`config.mk`:
```
export PLATFORM = sky130hd
export DESIGN_NAME = ysyx_23060201_mem_arb_flat
export DESIGN_NICKNAME = d
export VERILOG_FILES = /design/src/rtl/ysyx_23060201_mem_arb_if.sv /design/src/rtl/ysyx_23060201_mem_arb.sv /design/src/flat_wrapper.sv
export SDC_FILE = /design/constraint.sdc
export NUM_CORES = 1
export LEC_CHECK = 0
export BUFFER_PORTS_ARGS = -buffer_cell sky130_fd_sc_hd__buf_2
export CAP_MARGIN = 5
export CORE_ASPECT_RATIO = 0.6
export CORE_MARGIN = 1
export CORE_UTILIZATION = 35
export CTS_CLUSTER_DIAMETER = 150
export DETAILED_ROUTE_END_ITERATION = 12
export HOLD_SLACK_MARGIN = 0.12
export PLACE_DENSITY = 0.77
export SYNTH_ARGS = -nofsm -noshare
export SYNTH_HDL_FRONTEND = slang
export SYNTH_SLANG_ARGS = --single-unit
```
`constraint.sdc`:
```
create_clock -name clk -period 1.64 [get_ports clk]
set_input_delay 0.164 -clock clk [delete_from_list [all_inputs] [get_ports clk]]
set_output_delay 0.164 -clock clk [all_outputs]
set_load 0.03 [all_outputs]
```
`src/rtl/ysyx_23060201_mem_arb_if.sv`:
```
// Bus bundle for the IFU/LSU-to-memory arbiter: two requester channels plus the shared memory port.
// slave is the arbiter's view; master is the surrounding system (requesters and memory model).
interface ysyx_23060201_mem_arb_if #(
  parameter int ADDR_WIDTH = 32,
  parameter int DATA_WIDTH = 32
);
  logic                  ifu_req_valid;
  logic                  ifu_req_ready;
  logic [ADDR_WIDTH-1:0] ifu_addr;
  logic                  ifu_resp_valid;
  logic [DATA_WIDTH-1:0] ifu_rdata;

  logic                  lsu_req_valid;
  logic                  lsu_req_ready;
  logic                  lsu_wen;
  logic [ADDR_WIDTH-1:0] lsu_addr;
  logic [DATA_WIDTH-1:0] lsu_wdata;
  logic [7:0]            lsu_wmask;
  logic                  lsu_resp_valid;
  logic [DATA_WIDTH-1:0] lsu_rdata;

  logic                  mem_req_valid;
  logic                  mem_req_ready;
  logic                  mem_wen;
  logic [ADDR_WIDTH-1:0] mem_addr;
  logic [DATA_WIDTH-1:0] mem_wdata;
  logic [7:0]            mem_wmask;
  logic                  mem_resp_valid;
  logic [DATA_WIDTH-1:0] mem_rdata;
  logic                  err_timeout;

  modport slave (
    input  ifu_req_valid, ifu_addr,
    output ifu_req_ready, ifu_resp_valid, ifu_rdata,
    input  lsu_req_valid, lsu_wen, lsu_addr, lsu_wdata, lsu_wmask,
    output lsu_req_ready, lsu_resp_valid, lsu_rdata,
    output mem_req_valid, mem_wen, mem_addr, mem_wdata, mem_wmask,
    input  mem_req_ready, mem_resp_valid, mem_rdata,
    output err_timeout
  );

  modport master (
    output ifu_req_valid, ifu_addr,
    input  ifu_req_ready, ifu_resp_valid, ifu_rdata,
    output lsu_req_valid, lsu_wen, lsu_addr, lsu_wdata, lsu_wmask,
    input  lsu_req_ready, lsu_resp_valid, lsu_rdata,
    input  mem_req_valid, mem_wen, mem_addr, mem_wdata, mem_wmask,
    output mem_req_ready, mem_resp_valid, mem_rdata,
    input  err_timeout
  );
endinterface

```
`src/rtl/ysyx_23060201_mem_arb.sv`:
```
// Single-outstanding arbiter sharing one memory port between IFU and LSU, with sticky response timeout.
// Define YSYX_23060201_MEM_ARB_RR_EN for round-robin; default build gives LSU fixed priority.
module ysyx_23060201_mem_arb #(
  parameter int ADDR_WIDTH = 32,
  parameter int DATA_WIDTH = 32,
  parameter int TIMEOUT    = 255
) (
  input logic clk,
  input logic rst,
  ysyx_23060201_mem_arb_if.slave bus
);
  // state | meaning
  // IDLE  | no transaction; grant a requester this cycle
  // REQ   | mem_req_valid held until memory accepts
  // WAIT  | counting cycles until mem_resp_valid or timeout
  // RESP  | one-cycle resp_valid to the owner
  typedef enum logic [1:0] {IDLE, REQ, WAIT, RESP} state_t;

  localparam int CW = $clog2(TIMEOUT + 1);
  localparam logic [CW-1:0] TO_LAST = CW'(TIMEOUT - 1);

  state_t                state;
  logic                  owner_lsu;
  logic                  wen_q;
  logic [ADDR_WIDTH-1:0] addr_q;
  logic [DATA_WIDTH-1:0] wdata_q;
  logic [DATA_WIDTH-1:0] data_q;
  logic [7:0]            wmask_q;
  logic [CW-1:0]         cnt;
  logic                  err_q;
  logic                  mem_valid_q;
  logic                  ifu_resp_q;
  logic                  lsu_resp_q;
  logic                  grant_lsu;
  logic                  grant_ifu;

`ifdef YSYX_23060201_MEM_ARB_RR_EN
  logic last_lsu;
  assign grant_lsu = bus.lsu_req_valid && (!bus.ifu_req_valid || !last_lsu);
`else
  assign grant_lsu = bus.lsu_req_valid;
`endif
  assign grant_ifu = bus.ifu_req_valid && !grant_lsu;

  // Ready must be combinational so the handshake completes in the grant cycle itself.
  assign bus.lsu_req_ready  = (state == IDLE) && grant_lsu;
  assign bus.ifu_req_ready  = (state == IDLE) && grant_ifu;
  assign bus.mem_req_valid  = mem_valid_q;
  assign bus.mem_wen        = wen_q;
  assign bus.mem_addr       = addr_q;
  assign bus.mem_wdata      = wdata_q;
  assign bus.mem_wmask      = wmask_q;
  assign bus.ifu_resp_valid = ifu_resp_q;
  assign bus.lsu_resp_valid = lsu_resp_q;
  assign bus.ifu_rdata      = data_q;
  assign bus.lsu_rdata      = data_q;
  assign bus.err_timeout    = err_q;

  always_ff @(posedge clk) begin
    if (rst) begin
      state       <= IDLE;
      owner_lsu   <= 1'b0;
      wen_q       <= 1'b0;
      addr_q      <= '0;
      wdata_q     <= '0;
      wmask_q     <= '0;
      data_q      <= '0;
      cnt         <= '0;
      err_q       <= 1'b0;
      mem_valid_q <= 1'b0;
      ifu_resp_q  <= 1'b0;
      lsu_resp_q  <= 1'b0;
`ifdef YSYX_23060201_MEM_ARB_RR_EN
      last_lsu    <= 1'b0;
`endif
    end else begin
      case (state)
        IDLE: begin
          if (grant_lsu || grant_ifu) begin
            state       <= REQ;
            mem_valid_q <= 1'b1;
            owner_lsu   <= grant_lsu;
            if (grant_lsu) begin
              addr_q  <= bus.lsu_addr;
              wdata_q <= bus.lsu_wdata;
              wmask_q <= bus.lsu_wmask;
              wen_q   <= bus.lsu_wen;
            end else begin
              addr_q  <= bus.ifu_addr;
              wdata_q <= '0;
              wmask_q <= '0;
              wen_q   <= 1'b0;
            end
`ifdef YSYX_23060201_MEM_ARB_RR_EN
            last_lsu <= grant_lsu;
`endif
          end
        end
        REQ: begin
          if (bus.mem_req_ready) begin
            state       <= WAIT;
            mem_valid_q <= 1'b0;
            cnt         <= '0;
          end
        end
        WAIT: begin
          if (bus.mem_resp_valid) begin
            state      <= RESP;
            data_q     <= wen_q ? '0 : bus.mem_rdata;
            ifu_resp_q <= !owner_lsu;
            lsu_resp_q <= owner_lsu;
          end else if (cnt == TO_LAST) begin
            // Final WAIT cycle: counter lands on TIMEOUT and stops there.
            state      <= RESP;
            cnt        <= cnt + 1'b1;
            err_q      <= 1'b1;
            data_q     <= '0;
            ifu_resp_q <= !owner_lsu;
            lsu_resp_q <= owner_lsu;
          end else begin
            cnt <= cnt + 1'b1;
          end
        end
        RESP: begin
          state      <= IDLE;
          ifu_resp_q <= 1'b0;
          lsu_resp_q <= 1'b0;
        end
        default: state <= IDLE;
      endcase
    end
  end
endmodule

```
`src/flat_wrapper.sv`:
```
// flat-port wrapper written by rule: the top's interface ports become plain ports
module ysyx_23060201_mem_arb_flat 
#(
  parameter int ADDR_WIDTH = 32,
  parameter int DATA_WIDTH = 32,
  parameter int TIMEOUT    = 255
)
  (clk, rst, bus_ifu_req_valid, bus_ifu_addr, bus_ifu_req_ready, bus_ifu_resp_valid, bus_ifu_rdata, bus_lsu_req_valid, bus_lsu_wen, bus_lsu_addr, bus_lsu_wdata, bus_lsu_wmask, bus_lsu_req_ready, bus_lsu_resp_valid, bus_lsu_rdata, bus_mem_req_valid, bus_mem_wen, bus_mem_addr, bus_mem_wdata, bus_mem_wmask, bus_mem_req_ready, bus_mem_resp_valid, bus_mem_rdata, bus_err_timeout);
  ysyx_23060201_mem_arb_if #(.ADDR_WIDTH(ADDR_WIDTH), .DATA_WIDTH(DATA_WIDTH)) bus_i ();
  input logic clk;
  input logic rst;
  input wire logic [$bits(bus_i.ifu_req_valid)-1:0] bus_ifu_req_valid;
  input wire logic [$bits(bus_i.ifu_addr)-1:0] bus_ifu_addr;
  output wire logic [$bits(bus_i.ifu_req_ready)-1:0] bus_ifu_req_ready;
  output wire logic [$bits(bus_i.ifu_resp_valid)-1:0] bus_ifu_resp_valid;
  output wire logic [$bits(bus_i.ifu_rdata)-1:0] bus_ifu_rdata;
  input wire logic [$bits(bus_i.lsu_req_valid)-1:0] bus_lsu_req_valid;
  input wire logic [$bits(bus_i.lsu_wen)-1:0] bus_lsu_wen;
  input wire logic [$bits(bus_i.lsu_addr)-1:0] bus_lsu_addr;
  input wire logic [$bits(bus_i.lsu_wdata)-1:0] bus_lsu_wdata;
  input wire logic [$bits(bus_i.lsu_wmask)-1:0] bus_lsu_wmask;
  output wire logic [$bits(bus_i.lsu_req_ready)-1:0] bus_lsu_req_ready;
  output wire logic [$bits(bus_i.lsu_resp_valid)-1:0] bus_lsu_resp_valid;
  output wire logic [$bits(bus_i.lsu_rdata)-1:0] bus_lsu_rdata;
  output wire logic [$bits(bus_i.mem_req_valid)-1:0] bus_mem_req_valid;
  output wire logic [$bits(bus_i.mem_wen)-1:0] bus_mem_wen;
  output wire logic [$bits(bus_i.mem_addr)-1:0] bus_mem_addr;
  output wire logic [$bits(bus_i.mem_wdata)-1:0] bus_mem_wdata;
  output wire logic [$bits(bus_i.mem_wmask)-1:0] bus_mem_wmask;
  input wire logic [$bits(bus_i.mem_req_ready)-1:0] bus_mem_req_ready;
  input wire logic [$bits(bus_i.mem_resp_valid)-1:0] bus_mem_resp_valid;
  input wire logic [$bits(bus_i.mem_rdata)-1:0] bus_mem_rdata;
  output wire logic [$bits(bus_i.err_timeout)-1:0] bus_err_timeout;
  assign bus_i.ifu_req_valid = bus_ifu_req_valid;
  assign bus_i.ifu_addr = bus_ifu_addr;
  assign bus_ifu_req_ready = bus_i.ifu_req_ready;
  assign bus_ifu_resp_valid = bus_i.ifu_resp_valid;
  assign bus_ifu_rdata = bus_i.ifu_rdata;
  assign bus_i.lsu_req_valid = bus_lsu_req_valid;
  assign bus_i.lsu_wen = bus_lsu_wen;
  assign bus_i.lsu_addr = bus_lsu_addr;
  assign bus_i.lsu_wdata = bus_lsu_wdata;
  assign bus_i.lsu_wmask = bus_lsu_wmask;
  assign bus_lsu_req_ready = bus_i.lsu_req_ready;
  assign bus_lsu_resp_valid = bus_i.lsu_resp_valid;
  assign bus_lsu_rdata = bus_i.lsu_rdata;
  assign bus_mem_req_valid = bus_i.mem_req_valid;
  assign bus_mem_wen = bus_i.mem_wen;
  assign bus_mem_addr = bus_i.mem_addr;
  assign bus_mem_wdata = bus_i.mem_wdata;
  assign bus_mem_wmask = bus_i.mem_wmask;
  assign bus_i.mem_req_ready = bus_mem_req_ready;
  assign bus_i.mem_resp_valid = bus_mem_resp_valid;
  assign bus_i.mem_rdata = bus_mem_rdata;
  assign bus_err_timeout = bus_i.err_timeout;
  ysyx_23060201_mem_arb #(.ADDR_WIDTH(ADDR_WIDTH), .DATA_WIDTH(DATA_WIDTH), .TIMEOUT(TIMEOUT)) u_core (.clk(clk), .rst(rst), .bus(bus_i));
endmodule
```
[Yosys cells after proc, flatten, opt, wreduce, memory -nomap -nowiden]
Index checks and enable logic that the tools add are counted.
Word-level totals
  bits in registers: 120
  bits of input ports: 143
  output and inout port bits: 143
  logic and storage cells: 64
Cells by class
  add/subtract/negate cells: 1
  equality and inequality tests: 8
  multiplexer cells: 24
  bitwise logic cells: 1
  reduce and logical (&&, ||, !) cells: 18
Operators with widths (count)
  32-bit two-way mux: 5
  8-bit two-way mux: 3
  8-bit case mux with 2 select lines: 1
  3-bit AND reduction: 4
  8-bit by 1-bit adder with 8-bit output, second input constant: 1
  8-bit equality test, second input constant: 1
  2-bit two-way mux: 4
  2-bit case mux with 4 select lines: 1
  2-bit nonzero test: 4
  1-bit two-way mux: 7
  2-bit inequality test, second input constant: 3
  1-bit case mux with 2 select lines: 3
  2-bit AND reduction: 3
  2-bit equality test, second input constant: 2
  1-bit logical AND: 3
  3-bit by 2-bit inequality test with 1-bit output, second input constant: 1
  2-bit by 1-bit equality test with 1-bit output, second input constant: 1
  1-bit logical NOT: 2
  2-bit logical NOT: 1
  1-bit logical OR: 1
  1-bit NOT: 1

[Depth between registers and ports, before layout]
  word-level depth: 5
  gate-level depth with buffers: 7
  mapped depth without buffers: 6

[Worst setup path after synthesis]
Ideal clock, no wire load.
  kind: reg2reg
  start: register u_core.state[0]
  end: register u_core.cnt[7]
  setup time: 0.070 ns
  arrival time: 1.627 ns
  required time: 1.570 ns
  path slack: -0.057 ns
  stages on the path, launching flop included: 8
  buffers on the path: 1
  period minus slack after synthesis: 1.697 ns
  path through: dfxtp_1 -> inv_1 -> ha_1 -> buf_6 -> nor2b_2 -> o21ai_4 -> or4_1 -> a21oi_1
On the way
  cells in the longest elaborated chain, start to end: 3
  elaborated cells on any way between the ends: 7
  classes of those cells: eq/ne (4); mux (1); reduce/logical (2)
Ends and longest elaborated chain
  start, declared: line ysyx_23060201_mem_arb.sv:22  | state_t state;
  start signal, assigned: line ysyx_23060201_mem_arb.sv:61  | state <= IDLE;
  start signal, assigned: line ysyx_23060201_mem_arb.sv:80  | state <= REQ;
  start signal, assigned: line ysyx_23060201_mem_arb.sv:101  | state <= WAIT;
  2-bit equality test / 2-bit by 1-bit equality test with 1-bit output (equally long branches): line ysyx_23060201_mem_arb.sv:77  | case (state)
  2-bit inequality test (no line) / 2-bit nonzero test (equally long branches)
  3-bit AND reduction (no line)
  end signal, assigned: line ysyx_23060201_mem_arb.sv:115  | cnt <= cnt + 1'b1;
  end signal, assigned: line ysyx_23060201_mem_arb.sv:121  | cnt <= cnt + 1'b1;
  end, declared: line ysyx_23060201_mem_arb.sv:29  | logic [CW-1:0] cnt;
Several ways; a longest one is shown, not always the timed one.
A chain may end at the register's enable or synchronous reset.

[Final worst setup path]
Same ends and word-level chain as after synthesis.

==> results.tsv <==
stage	metric	value	unit
logic_synthesis	count leader, synth	dfxtp_1	
logic_synthesis	Post-synth EDFFs	0	
clocking	CTS Buffer Depth	2	
worst_setup_path	Max stage delay on crit path	0.51	ns
worst_setup_path	type of origin of the critical path	register	
global_routing	largest net degree at the start of global routing	59	
global_routing	number of global-route vias before repair	5054	
logic_synthesis	Yosys top cell by area	dfxtp_1	
worst_setup_path	Crit path max-delay family	simple AND/OR/NAND/NOR gates	
worst_setup_path	Worst R2R Setup Slack	0.05	ns
drt	drt pass-1 iters	5	
sta	slew margin rel.	75.3	%
finish	non-filler cells, final	1137	
worst_setup_path	CP Capture Type	register	
drt	Vias per Instance	4.75	
worst_setup_path	CP max-delay cell	or4_1	
die	Die Area	15200	um2
die	Initial Util	36.7	%
worst_hold_path	Hold Path Class	input pin to register	
sta	setup TNS	0	ns
finish	multi-input logic area	2390	um2
sta	Max Clk Rate	627	MHz
worst_setup_path	crit-path cells	inv_4 > ha_4 > and2b_2 > o21ai_4 > or4_1 > a21oi_1	
pwr	Pwr Density	1470	nW/um2
global_routing	gr usage total	20.9	%
placement	Final GP Congestion	0.790	
clocking	clk root buf	clkbuf_16	
clocking	CTS tree	built	
drt	routed via count	5399	
finish	# nets final	1082	
worst_setup_path	critical path peak fanout	7	
drt	WL final	17200	um
global_routing	first-pass GRT wire length	24600	um
die	Rows	33	
placement	DP Cell Count	969	
clocking	Clk pin slew, worst setup/hold paths	0.06	ns
finish	layout cells sized above 1	39.2	%
logic_synthesis	warning count from the yosys run	0	
pwr	Leak	4.32	nW
logic_synthesis	Cell Area, Synth	5130	um2
worst_setup_path	path depth of the worst reg2reg path	6	
logic_synthesis	register bit total from synthesis	120	
clocking	CTS Sinks	120	
logic_synthesis	synthesized net count	695	
clocking	Clock Latency Late Sink	0.40	ns
placement	dpl cell area	6640	um2
worst_setup_path	reg2reg start	u_core.state[0]	
global_routing	initial antenna violation count	0	
drt	WL per Instance	15.1	um
clocking	cts bufs inserted	17	
finish	cell area after layout	8750	um2
sta	Tcrit/Tclk final	97.2	%
worst_setup_path	CP Buf/Inv Count	1	
die	Die W	158	um
global_routing	GRT overflow	0	
sta	RSZ-0062 raised after global routing	true	
logic_synthesis	post-synth top area share	46.8	%
finish	Area growth, synth to finish	70.5	%
drt	Routed Antenna Nets	0	
sta	clk_skew	0.00980	ns
logic_synthesis	ys async rst share	0	%
sta	final hold vios	0	
pwr	worst vdd ir	0.000831	V
worst_setup_path	R2R Path End	u_core.cnt[7]	
die	boundary pin count	286	
run	max cap viols	0	
placement	Port-buffer cells	285	
clocking	H-tree Lvls	4	
drt	initial drt markers	203	
logic_synthesis	top_reg_cell synth	dfxtp_1	
worst_hold_path	Hold Path Sink	u_core.bus.mem_addr[11]	
sta	minimum clock period after layout	1.59	ns
die	core area	14000	um2
sta	Worst Max-Slew Pin Slew	0.369	ns
worst_setup_path	kind of critical path	register to register	
worst_setup_path	Worst Path Required	1.97	ns
logic_synthesis	average cell area after synthesis	9.40	um2
finish	antenna diode count	0	
placement	Detail Placement HPWL	9690	um
worst_setup_path	Arrival @ worst endpoint	1.92	ns
die	Die H	95.8	um
worst_hold_path	Hold Startpoint	bus_lsu_addr[11]	
worst_setup_path	Critical path origin	u_core.state[0]	
finish	register area	2410	um2
sta	endpoints failing setup	0	
outcome	status	completed	
worst_hold_path	hold path depth	3	
pwr	total power	12.8	mW
finish	fillcell total	1091	
logic_synthesis	sequential share of the synthesized area	46.8	%
logic_synthesis	Yosys cell types	32	
logic_synthesis	Synth Instances	546	
logic_synthesis	Area contributors post-synth	dfxtp_1 47%, mux2i_1 13%, nor2_1 6.2%	
sta	count of pins over their slew limit	0	
logic_synthesis	most common library cells after synthesis	120 x dfxtp_1, 85 x nor2_1, 67 x mux2i_1	
drt	DR DRC count	0	
==> cells in the final DEF (no fill, tap or decap), drive strengths merged, types with 12 or more instances in the layout <==
| master | synthesis | routed |
|---|---|---|
| buf | 47 | 313 |
| dlygate4sd3 | 0 | 122 |
| dfxtp | 120 | 120 |
| nor2 | 85 | 85 |
| mux2i | 67 | 67 |
| a22oi | 41 | 41 |
| nand2 | 35 | 35 |
| nand2b | 35 | 35 |
| a211oi | 35 | 35 |
| clkbuf | 25 | 20 |
| a21oi | 12 | 12 |
==> power by group <==
group	switching, mW	internal [mW]
clock	1.41	2.24
combinational	3.14	2.22
sequential	0.331	3.50
==> sequential cells by signal, summed over array words and instances (netlist names) <==
name and count:
u_core.bus.err_timeout 1, u_core.bus.mem_req_valid 1, u_core.bus.ifu_resp_valid 1, u_core.state 2
u_core.bus.mem_wdata 32, u_core.cnt 8, u_core.bus.lsu_resp_valid 1, u_core.bus.mem_wen 1
u_core.owner_lsu 1, u_core.bus.mem_addr 32, u_core.bus.mem_wmask 8, u_core.bus.ifu_rdata 32
==> worst max-delay path by stage <==
stage | endpoint | slack, ns | cells past startpoint
after floorplan | u_core.cnt[7] | -0.02 | 7
after global placement | u_core.cnt[7] | -0.03 | 6
after detailed placement | u_core.cnt[7] | -0.07 | 6
after CTS | bus_lsu_req_ready | 0.002 | 5
after global routing | u_core.cnt[2] | -0.04 | 7
final | u_core.cnt[7] | 0.05 | 6
==> through the flow <==
| stage | hold WS, ns | util [%] | worst slack [ns] |
|---|---|---|---|
| global route | 0.131 | 62.5 | -0.0394 |
| global placement | 0.408 | 47.4 | -0.0292 |
| CTS | 0.121 | 61.3 | 0.00243 |
| detailed placement | 0.415 | 47.4 | -0.0702 |
| finish | 0.119 | 62.5 | 0.0464 |
| floorplan | 0.303 | - | -0.0165 |
==> cells by family (layout without fill, tap and decap cells) <==
kind of cell | count (synthesis) | in the layout | synth area share (%)
compound gates | 99 | 99 | 13.9
simple gates | 176 | 176 | 15.9
mux | 67 | 67 | 13.1
flops | 120 | 120 | 46.8
buf+inv | 76 | 475 | 8.51
xor+xnor | 2 | 2 | 0.341
fa+ha+maj | 6 | 6 | 1.46
==> area by class of cell <==
type | instances | area share, %
clock buffer | 17 | 4.86
clock inverter | 14 | 1.73
inverter | 4 | 0.229
multi-input combinational | 350 | 27.3
sequential | 120 | 27.6
tap | 192 | 2.74
timing repair buffer | 440 | 35.6
==> metal layers <==
| metal | track usage [%] | wire, um | vias up | share of wire, % |
|---|---|---|---|---|
| li1 | - | - | 2645 | - |
| met1 | 23.4 | 7260 | 2493 | 42 |
| met2 | 37.3 | 8340 | 232 | 49 |
| met3 | 6.26 | 1270 | 29 | 7.4 |
| met4 | 8.65 | 310 | 0 | 1.8 |
| met5 | 0 | 0 | - | 0 |
==> timing repair <==
item / CTS / global route
endpoints found under the setup margin: 7 / 43
hold buffers: 122 / 0
pin swaps: 1 / 3
hold endpoints to repair: 101 / 0
resized for setup: 18 / 9
buffers inserted: 2 / 7
cloned: 2 / 4
==> worst min-delay path: stages <==
cell and delay [ns]:
buf_2 0.10, mux2i_1 0.13, a211oi_1 0.08
No activity file was read; power rests on OpenSTA's default activity.
